==> config.mk <==
export PLATFORM = sky130hd
export DESIGN_NAME = excp_flush_sched
export DESIGN_NICKNAME = d
export VERILOG_FILES = /design/src/rtl/excp_flush_sched.sv
export SDC_FILE = /design/constraint.sdc
export NUM_CORES = 1
export LEC_CHECK = 0
export BUFFER_PORTS_ARGS = -buffer_cell sky130_fd_sc_hd__buf_2
export CORE_MARGIN = 2
export CORE_UTILIZATION = 51
export DETAILED_ROUTE_END_ITERATION = 7
export PLACE_DENSITY = 0.87
export REMOVE_ABC_BUFFERS = 1
export SLEW_MARGIN = 20
export SYNTH_ARGS = -nofsm -noshare
export SYNTH_HDL_FRONTEND = slang
export SYNTH_SLANG_ARGS = --single-unit
==> constraint.sdc <==
create_clock -name clk -period 3.4 [get_ports clk]
set_input_delay 0.68 -clock clk [delete_from_list [all_inputs] [get_ports clk]]
set_output_delay 0.68 -clock clk [all_outputs]
set_load 0.005 [all_outputs]
==> src/rtl/excp_flush_sched.sv <==
// Purpose : exception/ERTN redirect sequencer for the dual-issue core. Picks the
//           oldest pending event (slot-1 exception, then ERTN, then slot-2
//           exception), latches EPC/ECODE, then runs a timed flush with a
//           one-cycle redirect pulse. It also merges the per-slot stall requests.
// Latency : flush/redirect assert the cycle after the event is sampled. Flush
//           holds for FLUSH_CYCLES cycles. Stall vectors are combinational.
// Backpr. : none. Events that arrive while a flush is running are dropped,
//           because they belong to instructions being flushed.
// Ports   : clk/rst_n (sync, active-low); excp_valid/code/pc per slot; ertn_i
//           (slot 1); stallreq_from_id/ex per slot -> flush, new_pc,
//           redirect_valid, stall1/stall2, epc_o, ecode_o, in_excp, busy.
module excp_flush_sched #(
  parameter int unsigned FLUSH_CYCLES = 2,
  parameter logic [31:0] EXC_ENTRY    = 32'h0000000c
) (
  input  logic        clk,
  input  logic        rst_n,
  input  logic        excp_valid_1,
  input  logic [5:0]  excp_code_1,
  input  logic [31:0] excp_pc_1,
  input  logic        excp_valid_2,
  input  logic [5:0]  excp_code_2,
  input  logic [31:0] excp_pc_2,
  input  logic        ertn_i,
  input  logic        stallreq_from_id_1,
  input  logic        stallreq_from_ex_1,
  input  logic        stallreq_from_id_2,
  input  logic        stallreq_from_ex_2,
  output logic        flush,
  output logic [31:0] new_pc,
  output logic        redirect_valid,
  output logic [6:0]  stall1,
  output logic [6:0]  stall2,
  output logic [31:0] epc_o,
  output logic [5:0]  ecode_o,
  output logic        in_excp,
  output logic        busy
);

  typedef enum logic {IDLE = 1'b0, FLUSH = 1'b1} state_t;

  localparam logic [3:0] CNT_INIT  = 4'(FLUSH_CYCLES - 1);
  localparam logic [6:0] STALL_VEC = 7'b0011111;

  state_t      state_q, state_d;
  logic [3:0]  cnt_q, cnt_d;
  logic        flush_q, flush_d;
  logic        redir_q, redir_d;
  logic [31:0] new_pc_q, new_pc_d;
  logic [31:0] epc_q, epc_d;
  logic [5:0]  ecode_q, ecode_d;
  logic        in_excp_q, in_excp_d;

  // State register
  always_ff @(posedge clk) begin
    if (!rst_n) begin
      state_q   <= IDLE;
      cnt_q     <= 4'd0;
      flush_q   <= 1'b0;
      redir_q   <= 1'b0;
      new_pc_q  <= 32'd0;
      epc_q     <= 32'd0;
      ecode_q   <= 6'd0;
      in_excp_q <= 1'b0;
    end else begin
      state_q   <= state_d;
      cnt_q     <= cnt_d;
      flush_q   <= flush_d;
      redir_q   <= redir_d;
      new_pc_q  <= new_pc_d;
      epc_q     <= epc_d;
      ecode_q   <= ecode_d;
      in_excp_q <= in_excp_d;
    end
  end

  // Next-state logic
  always_comb begin
    state_d   = state_q;
    cnt_d     = cnt_q;
    flush_d   = flush_q;
    redir_d   = redir_q;
    new_pc_d  = new_pc_q;
    epc_d     = epc_q;
    ecode_d   = ecode_q;
    in_excp_d = in_excp_q;

    unique case (state_q)
      IDLE: begin
        // Slot 1 is older than slot 2, so it wins. ERTN sits in slot 1, so it
        // also beats a slot-2 exception, which the ERTN flush then kills.
        if (excp_valid_1 || ertn_i || excp_valid_2) begin
          state_d = FLUSH;
          cnt_d   = CNT_INIT;
          flush_d = 1'b1;
          redir_d = 1'b1;
          if (excp_valid_1) begin
            epc_d     = excp_pc_1;
            ecode_d   = excp_code_1;
            in_excp_d = 1'b1;
            new_pc_d  = EXC_ENTRY;
          end else if (ertn_i) begin
            // Return to the EPC latched before this edge. This happens even if
            // no handler is active.
            new_pc_d  = epc_q;
            in_excp_d = 1'b0;
          end else begin
            epc_d     = excp_pc_2;
            ecode_d   = excp_code_2;
            in_excp_d = 1'b1;
            new_pc_d  = EXC_ENTRY;
          end
        end
      end
      FLUSH: begin
        redir_d = 1'b0;
        if (cnt_q == 4'd0) begin
          state_d  = IDLE;
          flush_d  = 1'b0;
          new_pc_d = 32'd0;
        end else begin
          cnt_d = cnt_q - 4'd1;
        end
      end
      default: state_d = IDLE;
    endcase
  end

  // Output logic
  logic s1, s2;
  always_comb begin
    s1 = stallreq_from_ex_1 | stallreq_from_id_1;
    s2 = stallreq_from_ex_2 | stallreq_from_id_2;

    stall1 = 7'd0;
    stall2 = 7'd0;
    // A flush discards the stalled instructions, so it overrides any stall.
    if (rst_n && !flush_q) begin
      if (s1)
        stall1 = STALL_VEC;
      // The younger slot must never move past a stalled older slot.
      if (s1 || s2)
        stall2 = STALL_VEC;
    end

    flush          = flush_q;
    new_pc         = new_pc_q;
    redirect_valid = redir_q;
    epc_o          = epc_q;
    ecode_o        = ecode_q;
    in_excp        = in_excp_q;
    busy           = (state_q == FLUSH);
  end

endmodule

# After elaboration in Yosys (flattened, before gate mapping)
# Cells that the tools add are included.
op_classes:
  add_sub_neg: 1
  n_eq_ne: 4
  mux: 25
  bitwise: 3
  reduce_logical: 10
op_table:
  columns: ["cell", "count"]
  rows:
  - ["two-way mux 32 bit", 6]
  - ["one-hot mux 32 bit (2 select lines)", 1]
  - ["two-way mux 5 bit", 4]
  - ["two-way mux 6 bit", 2]
  - ["two-way mux 4 bit", 2]
  - ["one-hot mux 4 bit (2 select lines)", 1]
  - ["two-way mux 1 bit", 6]
  - ["!= test 2 bit (second input constant)", 3]
  - ["one-hot mux 1 bit (2 select lines)", 3]
  - ["AND reduction 2 bit", 3]
  - ["zero test 4 bit", 1]
  - ["subtractor 4 x 1 -> 4 bit (second input constant)", 1]
  - ["logical OR 1 bit", 3]
  - ["AND reduction 3 bit", 1]
  - ["!= test 2 x 1 -> 1 bit (second input constant)", 1]
  - ["bitwise OR 1 bit", 2]
  - ["logical AND 1 bit", 1]
  - ["zero test 1 bit", 1]
  - ["inverter 1 bit", 1]
totals:
  register_bits: 78
  input_bits: 85
  out_inout_bits: 88
  wordCells: 51

# Longest topological paths before layout
# Gate-level depths: netlist (run 1).
logic_depth:
  word_depth: 4
  mapped_depth: 6
  ltp_nobuf: 5

# Worst setup path after synthesis (run 1)
# Ideal clock, no wire load.
synth_path:
  path_type: "in2out"
  start: "in rst_n"
  end: "out stall2[1]"
  arrival_ps: 1364
  t_required_ps: 2720
  setup_slack_ps: 1356
  cell_stages: 4
  n_path_buf: 2
  path_cell_list: "buf_2 > nand2b_1 > a21oi_1 > buf_4"
synth_via:
  elab_chain_cells: 2
synth_lines:
  columns: ["element", "line_no", "source"]
  rows:
  - ["start: declaration", "17", "input logic rst_n,"]
  - ["logical AND 1 bit", "138", "if (rst_n && !flush_q) begin"]
  - ["two-way mux 5 bit", "138", null]
  - ["end: declaration", "33", "output logic [6:0] stall2,"]
# Every way passes these cells.

# Worst setup path in the final report (run 1)
layout_path:
  start: "reg state_q (netlist: busy)"
  end: "reg new_pc_q[25] (netlist: new_pc[25])"
layout_via:
  elab_chain_cells: 3
layout_lines:
  columns: ["element", "line_no", "source"]
  rows:
  - ["start: declaration", "45", "state_t state_q, state_d;"]
  - ["start signal: assignment", "66", "state_q <= state_d;"]
  - ["inverter 1 bit (no line)", null, null]
  - ["!= test 2 bit (no line)", null, null]
  - ["AND reduction 2 bit (no line)", null, null]
  - ["end signal: assignment", "70", "new_pc_q <= new_pc_d;"]
  - ["end: declaration", "49", "logic [31:0] new_pc_q, new_pc_d;"]
# Parallel ways exist; a longest one is shown, timed or not.
# A chain may end at the register's enable or synchronous reset.

==> impl_metrics.yaml, run 1 <==
run_status:
  outcome: "complete, no violations"
floorplan:
  start_util_pct: 53.3
  die_h_um: 91.5
  rows: 31
  fp.dieArea_sq_um: 8370
  fp.coreArea_sq_um: 7330
  io_pins: 173
  die_w_um: 91.5
sta:
  fmax_ghz: 0.457
  setup_violations: 0
  rsz0062_at_grt: "no"
  tightestPinTransition_ns: 1.07
  slew_viol_final: 0
  final-hold-violation-count: 0
  fin_skew_ns: 0.0137
  period_share_pct: 64.3
  fin_crit_ns: 2.19
  relSlewSlack_pct: 28.7
  fin_ws_ns: 1.21
  hold_ws_ns: 0.461
logic_synthesis:
  synth-edff-count: 0
  synth.top_cell.area_share_pct: 40.0
  ys_ff_latch: 78
  ys_types: 40
  yosys_warnings: 0
  synth_area_sq_um: 3900
  ys_top_cells_by_area: "dfxtp_1, o32ai_2, mux2_2, nand2_1, mux2i_1"
  async_flop_share_pct: 0
  netlist_instances: 385
  yosys.area.top_type: "dfxtp_1"
  yosys_most_used_dff: "dfxtp_1"
  seq_area_frac_synth_pct: 40.0
  syn_avg_cell_area_sq_um: 10.1
routing:
  drt-total-wl_um: 9170
  drt_iter0_drc: 92
  ant_nets: 0
  dr.pass1.iters: 4
  wl_per_cell_um: 14.5
  drc: 0
  via_per_inst: 5.22
  vias: 3295
worst_setup_path:
  slowest_delay_ns: 0.76
  crit_chain: "and4bb_2 > buf_4 > o32ai_2"
  crit_fanout: 19
  crit_type: "reg -> reg"
  critPathLaunch: "busy$_SDFF_PN0_"
  crit_required_ns: 3.57
  slowest_stage: "and4bb_2"
  endpoint_kind: "flop"
  r2r_start: "busy$_SDFF_PN0_"
  r2r_slack_ns: 1.21
  worst_setup_path_start_kind: "flop"
  crit_arrival_ns: 2.36
place:
  io_buffer_count: 168
  place_worst_setup_slack_ns: 1.06
  dp_hpwl_um: 6560
  dpl.cell_count: 615
  place.gp.congestion: 0.704
power:
  powerDensity_nw_per_um2: 466
  vdd_ir_drop_max_mv: 0.232
  leakage_uw: 0.00230
finish:
  regArea_sq_um: 1560
  layout_common_cells: "buf_2, nand2_1, dfxtp_1"
  final_common_cell: "buf_2"
  diodes: 0
  area_growth_pct: 25.4
  layout-drive-gt1-share_pct: 49.1
  nNetsFinal: 614
  fillers: 587
  multi_input_area_sq_um: 2050
  fin_cells: 631
cts:
  cts_setup_buffers: 0
  cts.sinks: 78
  post_cts_resized: 0
  numCtsBuffers: 9
  clock_path_buffers: 2
  cts_tree: "yes"
  insertion_delay_ns: 0.34
  cts_hold_buf: 0
  clkTransAtPathRegs_ns: 0.08
  cts_root_buffer: "clkbuf_8"
  ctsHtreeMaxLevel: 3
grt:
  grt_pass1_wl_um: 14700
  grt_pass1_vias: 3121
  antenna_found_initial: 0
  overflow: 0
  grt_usage_pct: 21.8
  grt_start_max_net_pins: 52
min_path:
  min-delay-start: "ecode_o[1]$_SDFFE_PN0P_"
  hp-class: "reg -> reg"
flow_run:
  max_cap_violations: 0
==> area by class of cell <==
type                            count  area share (%)
Clock inverter                      4            1.94
Sequential cell                    78            31.9
Tap cell                           99            2.53
Multi-Input combinational cell    259            41.8
Clock buffer                       12            2.76
Timing Repair Buffer              174            18.7
Inverter                            5           0.383
==> power by group <==
group / internal, uW / leakage (uW) / switching (uW)
clock: 488 / 0.000115 / 324
sequential: 976 / 0.000638 / 40.7
combinational: 212 / 0.00155 / 241
==> path summary, 6_finish.rpt <==
kind              cells past startpoint                      end
hold / removal                        2  ecode_o[1]$_SDFFE_PN0P_
setup reg to reg                      3  new_pc[25]$_SDFFE_PN0P_
setup / recovery                      3  new_pc[25]$_SDFFE_PN0P_
hold reg to reg                       2  ecode_o[1]$_SDFFE_PN0P_
==> kinds of logic after synthesis <==
logic type | share of synthesized area (%)
compound gates | 14.7
fa+ha+maj | 0.641
buf+inv | 8.27
flops | 40.0
mux | 20.7
other cells | 0.0961
simple gates | 15.5
==> sequential cells by signal (all words and copies together) (netlist names) <==
register and count:
redirect_valid 1, cnt_q 4, flush 1, ecode_o 6
new_pc 32, epc_o 32, busy 1, in_excp 1
==> worst max-delay path, delay by kind of cell (launching register included) <==
kind	cells	cell delay, ns
and+or+nand+nor	1	0.76
DFF	1	0.71
buffers and inverters	1	0.40
AOI/OAI and AO/OA	1	0.14
==> cells in the mapped netlist, types with 2 or more instances <==
master,instances
o211a_1,2
or3b_1,2
nand4b_1,2
o22ai_1,3
buf_2,14
and3_1,2
mux2_2,38
clkbuf_1,11
buf_6,3
nor2b_1,2
inv_1,5
buf_4,14
nand3_1,3
o32ai_2,29
or4b_1,2
nor2_1,5
dfxtp_1,78
ha_1,2
a21oi_1,2
mux2i_1,38
nand2_1,108
buf_8,2
==> routing by layer <==
layer	wire, um	track usage [%]
met1	3670	24.6
met5	0	0
met2	4680	39.4
met3	630	4.98
met4	193	8.46
==> metrics by stage <==
step                area [sq um]  utilization [%]  setup TNS (ns)  power [uW]
CTS                         4890             66.8               0        2300
global route                4890             66.8               0        2390
global placement            4660             63.6               0        1470
floorplan                   3610                -          -13.57        1290
detailed placement          4660             63.6               0        1490
finish                      4890             66.8               0        2280
(Power assumes the default switching activity.)
==> run 2: changes to the inputs <==
--- a/config.mk
+++ b/config.mk
@@ -7,9 +7,9 @@
 export LEC_CHECK = 0
 export BUFFER_PORTS_ARGS = -buffer_cell sky130_fd_sc_hd__buf_2
 export CORE_MARGIN = 2
-export CORE_UTILIZATION = 51
+export CORE_UTILIZATION = 43
 export DETAILED_ROUTE_END_ITERATION = 7
-export PLACE_DENSITY = 0.87
+export PLACE_DENSITY = 0.79
 export REMOVE_ABC_BUFFERS = 1
 export SLEW_MARGIN = 20
 export SYNTH_ARGS = -nofsm -noshare
==> constraint.sdc (replaced) <==
create_clock -name clk -period 1.85 [get_ports clk]
set_input_delay 0.37 -clock clk [delete_from_list [all_inputs] [get_ports clk]]
set_output_delay 0.37 -clock clk [all_outputs]
set_load 0.005 [all_outputs]
==> run 2 against run 1 <==
Compared with the run above:
- non-clock buffer count increased by 11
- maximum frequency grew 29%
- hold slack worse by 0.052 ns
- total power increased by 82%
- core utilization decreased by 9.2 points
- via count shrank 0.24%
- count of clock-buffer cells in the layout decreased by 1
==> impl_metrics.yaml, run 2 (synthesis results as in run 1) <==
run_status:
  outcome: "complete, no violations"
cts:
  cts_root_buffer: "clkbuf_8"
  cts_hold_buf: 0
  clkTransAtPathRegs_ns: 0.08
  ctsHtreeMaxLevel: 3
  numCtsBuffers: 9
  cts_tree: "yes"
  post_cts_resized: 0
  clock_path_buffers: 2
  insertion_delay_ns: 0.34
  cts.sinks: 78
  cts_setup_buffers: 0
routing:
  drc: 0
  vias: 3287
  topRoutingLayerUsed: "met4"
  ant_nets: 0
  wl_met2_um: 4550
  drt-total-wl_um: 9290
  drt-met1-wl_um: 3990
  met3_length_um: 620
  via_per_inst: 5.05
  drt_iter0_drc: 75
  dr.pass1.iters: 4
  wl_per_cell_um: 14.3
worst_setup_path:
  crit_fanout: 13
  slowest_delay_ns: 0.48
  crit_required_ns: 2.09
  crit_arrival_ns: 1.93
  endpoint_kind: "flop"
  crit_type: "reg -> reg"
  slowest_stage: "and4bb_2"
  worst_setup_path_start_kind: "flop"
  crit_chain: "inv_1 > ha_1 > and4bb_2 > buf_12 > o22ai_1 > and3_1"
finish:
  layout_common_cells: "buf_2, nand2_1, dfxtp_1"
  final_common_cell: "buf_2"
  nNetsFinal: 625
  diodes: 0
  area_growth_pct: 29.2
  layout-drive-gt1-share_pct: 50.3
  final_cell_area_sq_um: 5040
grt:
  overflow: 0
  grt_usage_pct: 18.6
  grt_start_max_net_pins: 67
  grt_pass1_wl_um: 14900
  antenna_found_initial: 0
  grt_pass1_vias: 3117
place:
  place.gp.congestion: 0.761
  dp_hpwl_um: 6720
  place_worst_setup_slack_ns: 0.0263
  place_area_sq_um: 4800
  io_buffer_count: 168
sta:
  fmax_ghz: 0.591
  tightestPinTransition_ns: 0.673
  final-hold-violation-count: 0
  period_share_pct: 91.5
  slew_viol_final: 0
  fin_crit_ns: 1.69
  relSlewSlack_pct: 55.1
  fin_ws_ns: 0.157
  setup_violations: 0
  rsz0062_at_grt: "no"
  fin_skew_ns: 0.0101
power:
  p_comb_share_pct: 21.8
  leakage_uw: 0.00237
  switchingPower_uw: 1150
  vdd_ir_drop_max_mv: 0.444
  powerDensity_nw_per_um2: 824
  p_sw_share_pct: 27.8
  clock_power_share_pct: 33.4
  internal_power_uw: 3000
  seqPwrFrac_pct: 44.8
floorplan:
  die_w_um: 99.3
  start_util_pct: 44.5
  die_h_um: 99.3
  io_pins: 173
  rows: 34
  fp.dieArea_sq_um: 9860
  fp.coreArea_sq_um: 8760
min_path:
  hp-class: "in -> reg"
flow_run:
  max_cap_violations: 0
run 2: worst max-delay path: cells and delay by family, from the launching register on:
family / cells / cell delay, ns
fa+ha+maj: 1 / 0.19
compound gates: 1 / 0.09
simple gates: 2 / 0.66
flops: 1 / 0.34
buf+inv: 2 / 0.30
run 2: area by class of cell:
type / instances / area (sq um)
Multi-Input combinational cell: 259 / 2050
Sequential cell: 78 / 1560
Fill cell: 746 / 3720
Clock inverter: 5 / 83.8
Tap cell: 108 / 135
Inverter: 5 / 18.8
Clock buffer: 11 / 131
Timing Repair Buffer: 185 / 1070
run 2: final timing paths:
path | endpoint | slack (ns) | depth (start not counted) | start
min | epc_o[4]$_SDFFE_PN0P_ | 0.41 | 4 | excp_pc_2[4]
min reg2reg | ecode_o[1]$_SDFFE_PN0P_ | 0.46 | 2 | ecode_o[1]$_SDFFE_PN0P_
max | new_pc[3]$_SDFFE_PN0P_ | 0.16 | 6 | cnt_q[0]$_SDFFE_PN0P_
max reg2reg | new_pc[3]$_SDFFE_PN0P_ | 0.16 | 6 | cnt_q[0]$_SDFFE_PN0P_
run 2: per-layer routing:
metal	track usage, %	vias to the layer above
met4	5.06	0
met5	0	-
li1	-	1635
met3	3.87	16
met2	32.0	119
met1	23.7	1517
run 2: stage by stage:
| step | util [%] | hold WS [ns] | instances | total power (uW) | TNS (ns) |
|---|---|---|---|---|---|
| 6_report | 57.6 | 0.408 | 651 | 4150 | 0 |
| 5_1_grt | 57.6 | 0.413 | 651 | 4370 | 0 |
| 4_1_cts | 57.2 | 0.393 | 650 | 4200 | 0 |
| 3_5_place_dp | 54.8 | 0.452 | 634 | 2800 | 0 |
| 3_3_place_gp | 54.8 | 0.445 | 634 | 2760 | 0 |
| 2_1_floorplan | - | 0.441 | 342 | 2370 | -76.52 |
run 2: power by group through the flow:
| stage | registers (uW) | clock network (uW) | logic, uW |
|---|---|---|---|
| 2_1_floorplan | 1910 | 0 | 459 |
| 3_3_place_gp | 1890 | 0 | 866 |
| 3_5_place_dp | 1900 | 0 | 897 |
| 4_1_cts | 1860 | 1430 | 901 |
| 5_1_grt | 1880 | 1500 | 992 |
| 6_report | 1860 | 1390 | 907 |
==> run 3: changes to the inputs <==
--- a/config.mk
+++ b/config.mk
@@ -8,6 +8,7 @@
 export BUFFER_PORTS_ARGS = -buffer_cell sky130_fd_sc_hd__buf_2
 export CORE_MARGIN = 2
 export CORE_UTILIZATION = 43
+export CTS_CLUSTER_SIZE = 16
 export DETAILED_ROUTE_END_ITERATION = 7
 export PLACE_DENSITY = 0.79
 export REMOVE_ABC_BUFFERS = 1
==> constraint.sdc (replaced) <==
create_clock -name clk -period 1.4 [get_ports clk]
set_input_delay 0.28 -clock clk [delete_from_list [all_inputs] [get_ports clk]]
set_output_delay 0.28 -clock clk [all_outputs]
set_load 0.005 [all_outputs]
==> run 3 against run 2 <==
Compared with the run above:
- highest routed layer unchanged
- critical path depth decreased by 1
- sequential cell count is the same
- non-clock buffer count grew 14
- via count rose by 3.3%
- the flow now finishes with violations (negative setup slack)
- die area unchanged
- clock skew is 0.0012 ns lower
- core utilization grew 2.5 points
- combinational power grew 51%
- register-to-register slack worse by 0.16 ns
==> impl_metrics.yaml, run 3 (synthesis results as in run 1) <==
run_status:
  outcome: "finished with violations"
  failed_checks: "negative setup slack"
place:
  place_area_sq_um: 4860
  io_buffer_count: 168
  place.gp.congestion: 0.762
  dp_hpwl_um: 7170
cts:
  clock_path_buffers: 2
  cts.sinks: 78
  ctsHtreeMaxLevel: 3
  clkTransAtPathRegs_ns: 0.08
  cts_hold_buf: 0
  cts_tree: "yes"
  insertion_delay_ns: 0.34
  cts_root_buffer: "clkbuf_8"
  numCtsBuffers: 9
worst_setup_path:
  crit_required_ns: 1.65
  crit_arrival_ns: 1.66
  crit_chain: "inv_2 > ha_4 > and4bb_4 > bufbuf_16 > o32ai_4"
  endpoint_kind: "flop"
  slowest_stage: "dfxtp_2"
  worst_setup_path_start_kind: "flop"
  slowest_delay_ns: 0.34
  crit_type: "reg -> reg"
  crit_fanout: 5
power:
  seqPwrFrac_pct: 43.2
  switchingPower_uw: 1530
  vdd_ir_drop_max_mv: 0.653
  clock_power_share_pct: 32.7
  leakage_uw: 0.00248
  internal_power_uw: 4150
  powerDensity_nw_per_um2: 1080
  p_comb_share_pct: 24.1
  p_sw_share_pct: 27.0
sta:
  fin_crit_ns: 1.40
  rsz0062_at_grt: "yes"
  fin_skew_ns: 0.00887
  tns_ns: -0.000709
  fin_ws_ns: -0.000709
  period_share_pct: 100
  setup_violations: 1
  slew_viol_final: 0
  relSlewSlack_pct: 57.3
  tightestPinTransition_ns: 0.638
  final-hold-violation-count: 0
  fmax_ghz: 0.714
min_path:
  hp-class: "in -> reg"
finish:
  regArea_sq_um: 1570
  multi_input_area_sq_um: 2120
  final_common_cell: "buf_2"
  layout-drive-gt1-share_pct: 53.9
  area_growth_pct: 34.8
  diodes: 0
  final_cell_area_sq_um: 5260
  fillers: 761
  nNetsFinal: 640
  layout_common_cells: "buf_2, nand2_1, dfxtp_1"
floorplan:
  fp.dieArea_sq_um: 9860
  die_w_um: 99.3
  io_pins: 173
  rows: 34
  start_util_pct: 44.5
  die_h_um: 99.3
  fp.coreArea_sq_um: 8760
routing:
  via_per_inst: 5.11
  drt_iter0_drc: 92
  drt-total-wl_um: 10000
  dr.pass1.iters: 4
  drc: 0
  ant_nets: 0
  wl_per_cell_um: 15.1
  vias: 3395
grt:
  grt_usage_pct: 20.1
  overflow: 0
  grt_pass1_wl_um: 15800
  grt_start_max_net_pins: 57
  grt_pass1_vias: 3438
  antenna_found_initial: 0
flow_run:
  max_cap_violations: 0
## run 3: changes by cell type in the layout (fill, tap and decap cells not counted), moves of 3 or more
cell / change
buf_6: +3
dfxtp_2: +3
dfxtp_1: -4
buf_4: +10
## run 3: area by class of cell
type,instances,area share (%)
Clock inverter,4,1.33
Multi-Input combinational cell,260,40.2
Inverter,5,0.357
Sequential cell,78,29.8
Timing Repair Buffer,199,22.8
Tap cell,108,2.57
Clock buffer,11,2.88
## run 3: what timing repair did
| item | CTS | global route |
|---|---|---|
| gates cloned | 3 | 0 |
| pin swaps | 1 | 5 |
| buffers inserted | 1 | 3 |
| gates resized for setup | 18 | 7 |
| setup endpoints to repair | 49 | 42 |
## run 3: worst paths after layout
kind | depth (start not counted) | slack, ns | endpoint | startpoint
worst min-delay path | 4 | 0.33 | epc_o[4]$_SDFFE_PN0P_ | excp_pc_2[4]
worst max-delay path | 5 | -0.0007 | new_pc[15]$_SDFFE_PN0P_ | cnt_q[1]$_SDFFE_PN0P_
worst max register to register | 5 | -0.0007 | new_pc[15]$_SDFFE_PN0P_ | cnt_q[1]$_SDFFE_PN0P_
worst min register to register | 2 | 0.46 | ecode_o[1]$_SDFFE_PN0P_ | ecode_o[1]$_SDFFE_PN0P_
## run 3: worst max-delay path, delay by kind of cell, from the launching register on
kind,cells,cell delay (ns)
flops,1,0.34
buf+inv,2,0.34
compound gates,1,0.25
simple gates,1,0.23
fa+ha+maj,1,0.15
## run 3: metrics by stage
stage	hold WS [ns]	power, uW	cells	worst slack (ns)	utilization [%]
floorplan	0.398	3130	342	-1.96	-
global placement	0.445	3670	643	-0.270	55.4
detailed placement	0.453	3720	643	-0.304	55.4
CTS	0.309	5720	662	-0.0369	59.5
global route	0.310	5970	665	-0.0626	60.1
finish	0.327	5680	665	-0.000709	60.1
## run 3: power by group through the flow
stage	combinational, uW	sequential, uW	clock [uW]
finish	1370	2450	1860
floorplan	606	2520	0
CTS	1350	2450	1920
detailed placement	1220	2500	0
global placement	1180	2490	0
global route	1480	2470	2010
## run 3: layer usage
layer / global-route usage [%] / vias to the layer above / wire [um]
met5: 0 / - / 0
met4: 6.01 / 0 / 70
met3: 5.83 / 6 / 765
met2: 36.2 / 133 / 5220
met1: 22.8 / 1584 / 3970
li1: - / 1672 / -
